[src/rtl/vga_sync_monitor.sv]
// vga_sync_monitor: measures line/frame timing of an asynchronous hsync/vsync pair
// and reports lock once two consecutive frames agree.
`default_nettype none

module vga_sync_monitor #(
   parameter bit HPOL = 1'b1,
   parameter bit VPOL = 1'b1
) (
   input  logic        clk,
   input  logic        RSTn,
   input  logic        hsync,
   input  logic        vsync,
   output logic [10:0] htotal,
   output logic [10:0] hpulse,
   output logic [10:0] vtotal,
   output logic [10:0] vpulse,
   output logic [10:0] hcnt_rx,
   output logic [10:0] vcnt_rx,
   output logic        locked,
   output logic        frame_done,
   output logic        err
);

   localparam logic [1:0]  ST_SEARCH  = 2'd0;
   localparam logic [1:0]  ST_MEASURE = 2'd1;
   localparam logic [1:0]  ST_LOCKED  = 2'd2;
   localparam logic [10:0] CNT_MAX    = 11'd2047;
   localparam logic [10:0] CNT_PRE    = 11'd2046;

   logic [1:0]  hsync_q, vsync_q;
   logic        hact_q, vact_q;
   logic [10:0] lc_q, lc_d, vc_q, vc_d, vp_q, vp_d;
   logic [10:0] htotal_q, htotal_d, hpulse_q, hpulse_d;
   logic [10:0] vtotal_q, vtotal_d, vpulse_q, vpulse_d;
   logic [10:0] cand_h_q, cand_h_d, cand_v_q, cand_v_d;
   logic [1:0]  state_q, state_d;
   logic        hseen_q, hseen_d, arm_q, arm_d;
   logic        fd_q, fd_d, err_q, err_d;

   logic h_act, v_act, h_lead, h_trail, v_lead, v_trail;
   logic h_upd, measure, timeout;

   assign h_act   = HPOL ? hsync_q[1] : ~hsync_q[1];
   assign v_act   = VPOL ? vsync_q[1] : ~vsync_q[1];
   assign h_lead  =  h_act & ~hact_q;
   assign h_trail = ~h_act &  hact_q;
   assign v_lead  =  v_act & ~vact_q;
   assign v_trail = ~v_act &  vact_q;

   // Fire only on the transition into saturation so a dead input gives one err.
   assign timeout = ((lc_q == CNT_PRE) && !h_lead) ||
                    ((vc_q == CNT_PRE) && h_lead && !v_lead);
   assign h_upd   = h_lead && hseen_q;
   assign measure = v_lead && ((state_q != ST_SEARCH) || arm_q) && !timeout;

   always_comb begin
      lc_d     = h_lead ? 11'd0 : ((lc_q == CNT_MAX) ? lc_q : lc_q + 11'd1);
      vc_d     = vc_q;
      vp_d     = vp_q;
      htotal_d = h_upd   ? lc_q + 11'd1 : htotal_q;
      hpulse_d = h_trail ? lc_q + 11'd1 : hpulse_q;
      vtotal_d = measure ? vc_q + {10'd0, h_lead} : vtotal_q;
      vpulse_d = v_trail ? vp_q : vpulse_q;
      hseen_d  = timeout ? 1'b0 : (hseen_q | h_lead);
      fd_d     = measure;

      if (v_lead)
         vc_d = 11'd0;
      else if (h_lead && (vc_q != CNT_MAX))
         vc_d = vc_q + 11'd1;

      if (v_lead)
         vp_d = {10'd0, h_lead};
      else if (h_lead && v_act && (vp_q != CNT_MAX))
         vp_d = vp_q + 11'd1;

      state_d  = state_q;
      arm_d    = arm_q;
      cand_h_d = cand_h_q;
      cand_v_d = cand_v_q;
      err_d    = 1'b0;

      if (timeout) begin
         state_d = ST_SEARCH;
         arm_d   = 1'b0;
         err_d   = 1'b1;
      end else begin
         case (state_q)
            ST_SEARCH: begin
               if (v_lead && !arm_q) begin
                  arm_d = 1'b1;
               end else if (measure) begin
                  arm_d    = 1'b0;
                  state_d  = ST_MEASURE;
                  cand_h_d = htotal_d;
                  cand_v_d = vtotal_d;
               end
            end
            ST_MEASURE: begin
               if (measure) begin
                  if ((htotal_d == cand_h_q) && (vtotal_d == cand_v_q)) begin
                     state_d = ST_LOCKED;
                  end else begin
                     cand_h_d = htotal_d;
                     cand_v_d = vtotal_d;
                  end
               end
            end
            ST_LOCKED: begin
               if ((h_upd && (htotal_d != cand_h_q)) ||
                   (measure && (vtotal_d != cand_v_q))) begin
                  err_d    = 1'b1;
                  state_d  = ST_MEASURE;
                  cand_h_d = htotal_d;
                  cand_v_d = vtotal_d;
               end
            end
            default: state_d = ST_SEARCH;
         endcase
      end
   end

   always_ff @(posedge clk or negedge RSTn) begin
      if (!RSTn) begin
         hsync_q  <= 2'd0;
         vsync_q  <= 2'd0;
         hact_q   <= 1'b0;
         vact_q   <= 1'b0;
         lc_q     <= 11'd0;
         vc_q     <= 11'd0;
         vp_q     <= 11'd0;
         htotal_q <= 11'd0;
         hpulse_q <= 11'd0;
         vtotal_q <= 11'd0;
         vpulse_q <= 11'd0;
         cand_h_q <= 11'd0;
         cand_v_q <= 11'd0;
         state_q  <= ST_SEARCH;
         hseen_q  <= 1'b0;
         arm_q    <= 1'b0;
         fd_q     <= 1'b0;
         err_q    <= 1'b0;
      end else begin
         hsync_q  <= {hsync_q[0], hsync};
         vsync_q  <= {vsync_q[0], vsync};
         hact_q   <= h_act;
         vact_q   <= v_act;
         lc_q     <= lc_d;
         vc_q     <= vc_d;
         vp_q     <= vp_d;
         htotal_q <= htotal_d;
         hpulse_q <= hpulse_d;
         vtotal_q <= vtotal_d;
         vpulse_q <= vpulse_d;
         cand_h_q <= cand_h_d;
         cand_v_q <= cand_v_d;
         state_q  <= state_d;
         hseen_q  <= hseen_d;
         arm_q    <= arm_d;
         fd_q     <= fd_d;
         err_q    <= err_d;
      end
   end

   assign htotal     = htotal_q;
   assign hpulse     = hpulse_q;
   assign vtotal     = vtotal_q;
   assign vpulse     = vpulse_q;
   assign hcnt_rx    = lc_q;
   assign vcnt_rx    = vc_q;
   assign locked     = (state_q == ST_LOCKED);
   assign frame_done = fd_q;
   assign err        = err_q;

endmodule

`default_nettype wire

[config.mk]
export PLATFORM = sky130hd
export DESIGN_NAME = vga_sync_monitor
export DESIGN_NICKNAME = d
export VERILOG_FILES = /design/src/rtl/vga_sync_monitor.sv
export SDC_FILE = /design/constraint.sdc
export NUM_CORES = 1
export LEC_CHECK = 0
export CORE_UTILIZATION = 55
export CTS_BUF_LIST = sky130_fd_sc_hd__clkbuf_8
export CTS_CLUSTER_DIAMETER = 80
export DETAILED_ROUTE_END_ITERATION = 10
export MAX_ROUTING_LAYER = met4
export PLACE_DENSITY_LB_ADDON = 0.15
export SYNTH_ARGS = -nofsm -noshare
export SYNTH_HDL_FRONTEND = slang
export SYNTH_SLANG_ARGS = --single-unit
[constraint.sdc]
create_clock -name clk -period 4.23 [get_ports clk]
set_input_delay 0.846 -clock clk [delete_from_list [all_inputs] [get_ports clk]]
set_output_delay 0.846 -clock clk [all_outputs]
set_load 0.05 [all_outputs]
==> results of run 1 <==
registers in the layout, indices dropped and copies added, names as in the netlist:
name / count
cand_h_q: 11
cand_v_q: 11
hcnt_rx: 11
hpulse: 11
htotal: 11
vcnt_rx: 11
vp_q: 11
vpulse: 11
vtotal: 11
hsync_q: 2
state_q: 2
vsync_q: 2
arm_q: 1
err: 1
frame_done: 1
hact_q: 1
hseen_q: 1
vact_q: 1
cell families after synthesis:
group,after synthesis,share of synthesized area [%]
and+or+nand+nor,157,14.3
adders and majority gates,7,1.58
buffers and inverters,58,4.61
xor gates and xnor gates,38,6.29
AOI/OAI and AO/OA,119,14.7
DFF,111,50.2
muxes,36,8.37
per-stage QoR:
stage	instance area (um^2)	setup slack [ns]
final	6560	0.389
after global routing	6560	0.113
after CTS	6560	0.405
after detailed placement	6350	0.414
after global placement	6350	0.473
after floorplan	5530	0.799
power by group:
| part | internal, mW | switching (mW) | leakage, nW |
|---|---|---|---|
| clock network | 0.289 | 0.383 | 0.110 |
| logic | 0.613 | 0.815 | 1.29 |
| registers | 1.27 | 0.217 | 1.44 |
| total | 2.17 | 1.41 | 2.83 |
worst max-delay path by stage:
stage	to	slack (ns)	depth (start not counted)
2_1_floorplan	cand_h_q[10]	0.80	14
3_5_place_dp	cand_v_q[1]	0.41	12
4_1_cts	cand_v_q[1]	0.41	12
3_3_place_gp	cand_v_q[1]	0.47	9
5_1_grt	cand_v_q[2]	0.11	11
6_report	cand_v_q[0]	0.39	12
worst reg2reg max path: stages (launching register included):
cell	delay (ns)
dfrtp_1	0.43
nor2b_1	0.31
ha_1	0.23
ha_1	0.23
nand3_1	0.13
nor2_1	0.16
xnor2_1	0.15
o211a_1	0.24
o32ai_1	0.26
nor4_2	0.08
a22o_2	0.26
a21oi_4	0.85
mux2_2	0.42
cell type report:
class / count / area [um^2] / area share [%]
clock inverters: 7 / 86.3 / 1.32
clock buffers: 9 / 124 / 1.89
multi-input cells: 357 / 2500 / 38.1
repair buffers: 79 / 771 / 11.8
flip-flops and latches: 111 / 2780 / 42.4
well taps: 133 / 166 / 2.54
inverters: 35 / 134 / 2.04
routing by layer:
| metal | GRT usage [%] | wire length, um | vias up |
|---|---|---|---|
| met3 | 4.31 | 581 | 17 |
| met4 | 7.14 | 249 | 0 |
| met1 | 33.5 | 5470 | 2047 |
| met2 | 44.7 | 6210 | 132 |
| li1 | - | - | 1999 |
| met5 | - | 0 | - |
placed cells by master, fill, tap and decap left out, types with 3 or more instances in the layout:
cell type and count:
dfrtp_1 111, clkdlybuf4s50_1 71, nor2_1 44, nand2_1 38
inv_1 34, o21ai_0 32, a21oi_1 28, xnor2_1 23
mux2_4 17, nand3_1 16, xor2_1 14, mux2_2 14
nand4_1 10, clkbuf_8 9, nor3_1 8, or3_1 8
buf_4 8, ha_1 7, nand2b_1 6, o22ai_1 6
a31oi_1 5, mux2i_1 5, o21a_1 5, a211oi_1 5
and2_1 5, nor2b_1 4, o211a_1 4, and4_1 3
a22oi_1 3, o221ai_1 3, inv_8 3
==> impl_metrics.py, run 1 <==
metrics = {
    "power_and_ir_drop": {
        "total_leakage_power_nw": 2.83,
        "peakVddDrop_mv": 0.350,
        "power_density_mw_per_mm2": 546,
        "total_power_mw": 3.58,
    },
    "worst_setup_path": {
        "r2r_end": "cand_v_q[0]",
        "reg2regPathDepth": 12,
        "crit_slowest_cell": "a21oi_4",
        "cp.buffers_inverters": 0,
        "rrSetupSlack_ns": 0.39,
        "critPathMaxStageDelay_ns": 0.85,
        "cpLargestDelayFamily": "compound AO/OA/AOI/OAI gates",
        "cp_data_arrival_time_ns": 4.11,
        "end_kind": "flop",
        "crit_top_cell": "ha_1",
        "worstPathCellList": "nor2b_1 -> ha_1 -> ha_1 -> nand3_1 -> nor2_1 -> xnor2_1 -> o211a_1 -> o32ai_1 -> nor4_2 -> a22o_2 -> a21oi_4 -> mux2_2",
        "crit_start": "hsync_q[1]",
        "cp_max_fo": 23,
        "r2r_start": "hsync_q[1]",
        "cp-start-kind": "flop",
        "required_ns": 4.50,
        "path_class": "flop to flop",
    },
    "sta": {
        "slew_headroom_pct": 27.9,
        "worstMarginPinSlew_ns": 1.08,
        "fmax_mhz": 260,
        "drv_slew": 0,
        "skew_ns": 0.0146,
        "rsz0062_at_grt": "false",
        "setup_tns_ns": 0,
        "fin_crit_sh_pct": 90.8,
        "hold_viol": 0,
        "hold_slack_ns": 0.393,
        "min_period_ns": 3.84,
        "finalSetupViolations": 0,
    },
    "outcome": {
        "status": "finished, final reports clean",
    },
    "detailed_routing": {
        "route.detailed.drc": 0,
        "first_iter_violations": 199,
        "via_per_inst": 5.74,
        "first_pass_iters": 5,
        "wl_per_cell_um": 17.1,
        "drt_wl_total_um": 12500,
        "ant_nets": 0,
        "vias": 4195,
    },
    "layout": {
        "nets": 604,
        "fill_cells": 817,
        "finish.utilization_pct": 67.1,
        "drive_above_1_share_pct": 11.5,
        "syn2layout_area_growth_pct": 18.5,
        "final_cells": 731,
        "antenna-diode-count": 0,
    },
    "logic_synthesis": {
        "synth-edff-count": 0,
        "synth.cell_area_mm2": 0.00553,
        "syn-num-nets": 537,
        "yosysWarnings": 0,
        "synth-main-ff-cell": "dfrtp_1",
        "synth_area_leader_cell": "dfrtp_1",
        "yosysSeqAreaShare_pct": 50.2,
        "synthTopCellsByArea": "dfrtp_1, mux2_4, xnor2_1",
        "synthArstFlopShare_pct": 100,
        "yosys.cell_count.top_type": "dfrtp_1",
        "synthCells": 526,
        "synth-seq-cells": 111,
        "synth_common_cells": "dfrtp_1, nor2_1, nand2_1",
        "synthDistinctLibCells": 65,
        "avgSynthCellArea_um2": 10.5,
        "yosysTopAreaCellShare_pct": 50.2,
    },
    "placed_design": {
        "place_inst": 715,
        "gp_congestion": 0.867,
        "portBuffers": 72,
        "post-dp-hpwl_um": 9010,
    },
    "die": {
        "die_w_um": 102,
        "io_pins": 73,
        "core_area_mm2": 0.00977,
        "die_area_mm2": 0.0105,
        "rows": 36,
        "initial_core_util_pct": 56.6,
        "die_h_um": 102,
    },
    "clock_network": {
        "numCtsBuffers": 9,
        "cts_tree": "yes",
        "clk_latency_ns": 0.37,
        "ctsHtreeMaxLevel": 3,
        "clk_pin_slew_ns": 0.12,
        "postCtsResizedCells": 0,
        "hold_buffers": 0,
        "clock-sinks": 111,
        "cts_setup_buffers": 0,
        "root_buffer": "clkbuf_8",
        "ctsLongestPathBuffers": 2,
    },
    "hold_path": {
        "min_path_type": "flop to flop",
        "hold_start": "vsync_q[0]",
        "hold_end": "vsync_q[1]",
        "min_path_cells": 0,
    },
    "flow_run": {
        "cap_violations": 0,
    },
    "grt": {
        "grt_pass1_vias": 4104,
        "grt_pass1_wl_um": 20700,
        "grt_usage_pct": 26.6,
        "overflow": 0,
        "grt_max_degree": 77,
        "antenna_found_initial": 0,
    },
}
No activity file was read; power rests on OpenSTA's default activity.
==> inputs of run 2 (changes only) <==
- CAP_MARGIN: unset -> 30
==> impl_metrics.py, run 2 (synthesis gave the netlist of run 1 again) <==
metrics = {
    "sta": {
        "hold_viol": 0,
        "worstMarginPinSlew_ns": 0.880,
        "rsz0062_at_grt": "false",
        "drv_slew": 0,
        "slew_headroom_pct": 41.2,
        "fin_crit_sh_pct": 86.2,
        "fmax_mhz": 274,
        "min_period_ns": 3.65,
        "setup_tns_ns": 0,
        "skew_ns": 0.0141,
        "finalSetupViolations": 0,
    },
    "layout": {
        "drive_above_1_share_pct": 11.8,
        "nets": 606,
        "layout_commonest_cell": "dfrtp_1",
        "final_cell_mix": "dfrtp_1, clkdlybuf4s50_1, nor2_1",
        "syn2layout_area_growth_pct": 19.1,
        "fin_area_mm2": 0.00659,
        "finish.utilization_pct": 67.4,
        "antenna-diode-count": 0,
    },
    "die": {
        "io_pins": 73,
        "core_area_mm2": 0.00977,
        "rows": 36,
        "initial_core_util_pct": 56.6,
        "die_w_um": 102,
        "die_h_um": 102,
        "die_area_mm2": 0.0105,
    },
    "worst_setup_path": {
        "rrSetupSlack_ns": 0.58,
        "cp_data_arrival_time_ns": 3.91,
        "required_ns": 4.49,
        "cp-start-kind": "flop",
        "r2r_start": "hsync_q[1]",
        "cp_max_fo": 12,
        "path_class": "flop to flop",
        "end_kind": "flop",
        "reg2regPathDepth": 13,
        "crit_start": "hsync_q[1]",
        "r2r_end": "cand_v_q[7]",
    },
    "clock_network": {
        "clk_pin_slew_ns": 0.11,
        "clock-sinks": 111,
        "ctsLongestPathBuffers": 2,
        "cts_tree": "yes",
        "cts_setup_buffers": 0,
        "numCtsBuffers": 9,
        "clk_latency_ns": 0.37,
        "root_buffer": "clkbuf_8",
        "ctsHtreeMaxLevel": 3,
        "hold_buffers": 0,
        "postCtsResizedCells": 0,
    },
    "detailed_routing": {
        "wl_per_cell_um": 17.0,
        "first_iter_violations": 199,
        "ant_nets": 0,
        "drt_wl_total_um": 12400,
        "vias": 4194,
        "via_per_inst": 5.72,
        "route.detailed.drc": 0,
        "first_pass_iters": 4,
    },
    "placed_design": {
        "placed_area_mm2": 0.00638,
        "post-dp-hpwl_um": 9050,
        "portBuffers": 72,
        "gp_congestion": 0.867,
    },
    "power_and_ir_drop": {
        "power_density_mw_per_mm2": 539,
        "total_leakage_power_nw": 2.84,
        "peakVddDrop_mv": 0.386,
    },
    "grt": {
        "antenna_found_initial": 0,
        "grt_pass1_wl_um": 20500,
        "grt_usage_pct": 26.5,
        "overflow": 0,
        "grt_pass1_vias": 4116,
        "grt_max_degree": 77,
    },
    "hold_path": {
        "min_path_type": "input pin to async pin",
    },
    "outcome": {
        "status": "finished, final reports clean",
    },
    "flow_run": {
        "cap_violations": 0,
    },
}
-- run 2: final cells by class --
| type | instances | area [um^2] |
|---|---|---|
| fill | 783 | 3180 |
| sequential | 111 | 2780 |
| multi-input combinational | 357 | 2500 |
| timing repair buffer | 81 | 826 |
| tap | 133 | 166 |
| clock buffer | 10 | 138 |
| inverter | 35 | 134 |
| clock inverter | 6 | 50.0 |
-- run 2: critical path: stages, from the launching register on --
cell and delay (ns):
dfrtp_1 0.43, nor2b_1 0.30, ha_1 0.23, ha_1 0.23
nand3_1 0.13, nor2_1 0.15, xnor2_1 0.15, o211a_1 0.24
o32ai_1 0.27, nor4_2 0.08, a22o_2 0.26, a21oi_4 0.50
buf_16 0.23, mux2_4 0.31
-- run 2: through the flow --
| stage | setup slack [ns] | power, mW | instances | hold WS (ns) |
|---|---|---|---|---|
| 2_1_floorplan | 0.799 | 2.53 | 526 | 0.331 |
| 3_3_place_gp | 0.473 | 2.91 | 715 | 0.333 |
| 3_5_place_dp | 0.614 | 2.95 | 716 | 0.352 |
| 4_1_cts | 0.589 | 3.58 | 732 | 0.377 |
| 5_1_grt | 0.366 | 3.74 | 733 | 0.240 |
| 6_report | 0.583 | 3.56 | 733 | 0.254 |
-- run 2: metal layers --
layer  wire length [um]  part of all wire (%)  global-route usage [%]
met3                511                   4.1                    3.69
met5                  0                     0                       -
met2               6240                    50                    43.9
met4                269                   2.2                    9.23
met1               5420                    44                    33.4
-- run 2: how the worst max path moves through the flow --
stage,to,slack (ns),cells past startpoint
6_report,cand_v_q[7],0.58,13
5_1_grt,cand_h_q[5],0.37,13
4_1_cts,cand_h_q[5],0.59,13
3_5_place_dp,cand_h_q[4],0.61,13
3_3_place_gp,cand_v_q[1],0.47,9
2_1_floorplan,cand_h_q[10],0.80,14
-- run 2: power breakdown --
part	switching (mW)	internal, mW	total [mW]
logic	0.823	0.639	1.46
clock network	0.377	0.239	0.616
registers	0.213	1.27	1.48
==> inputs of run 3 (changes only) <==
- CTS_CLUSTER_DIAMETER: 80 -> 30
==> results of run 3 <==
Final layout, timing and power as in run 2 (identical DEF).
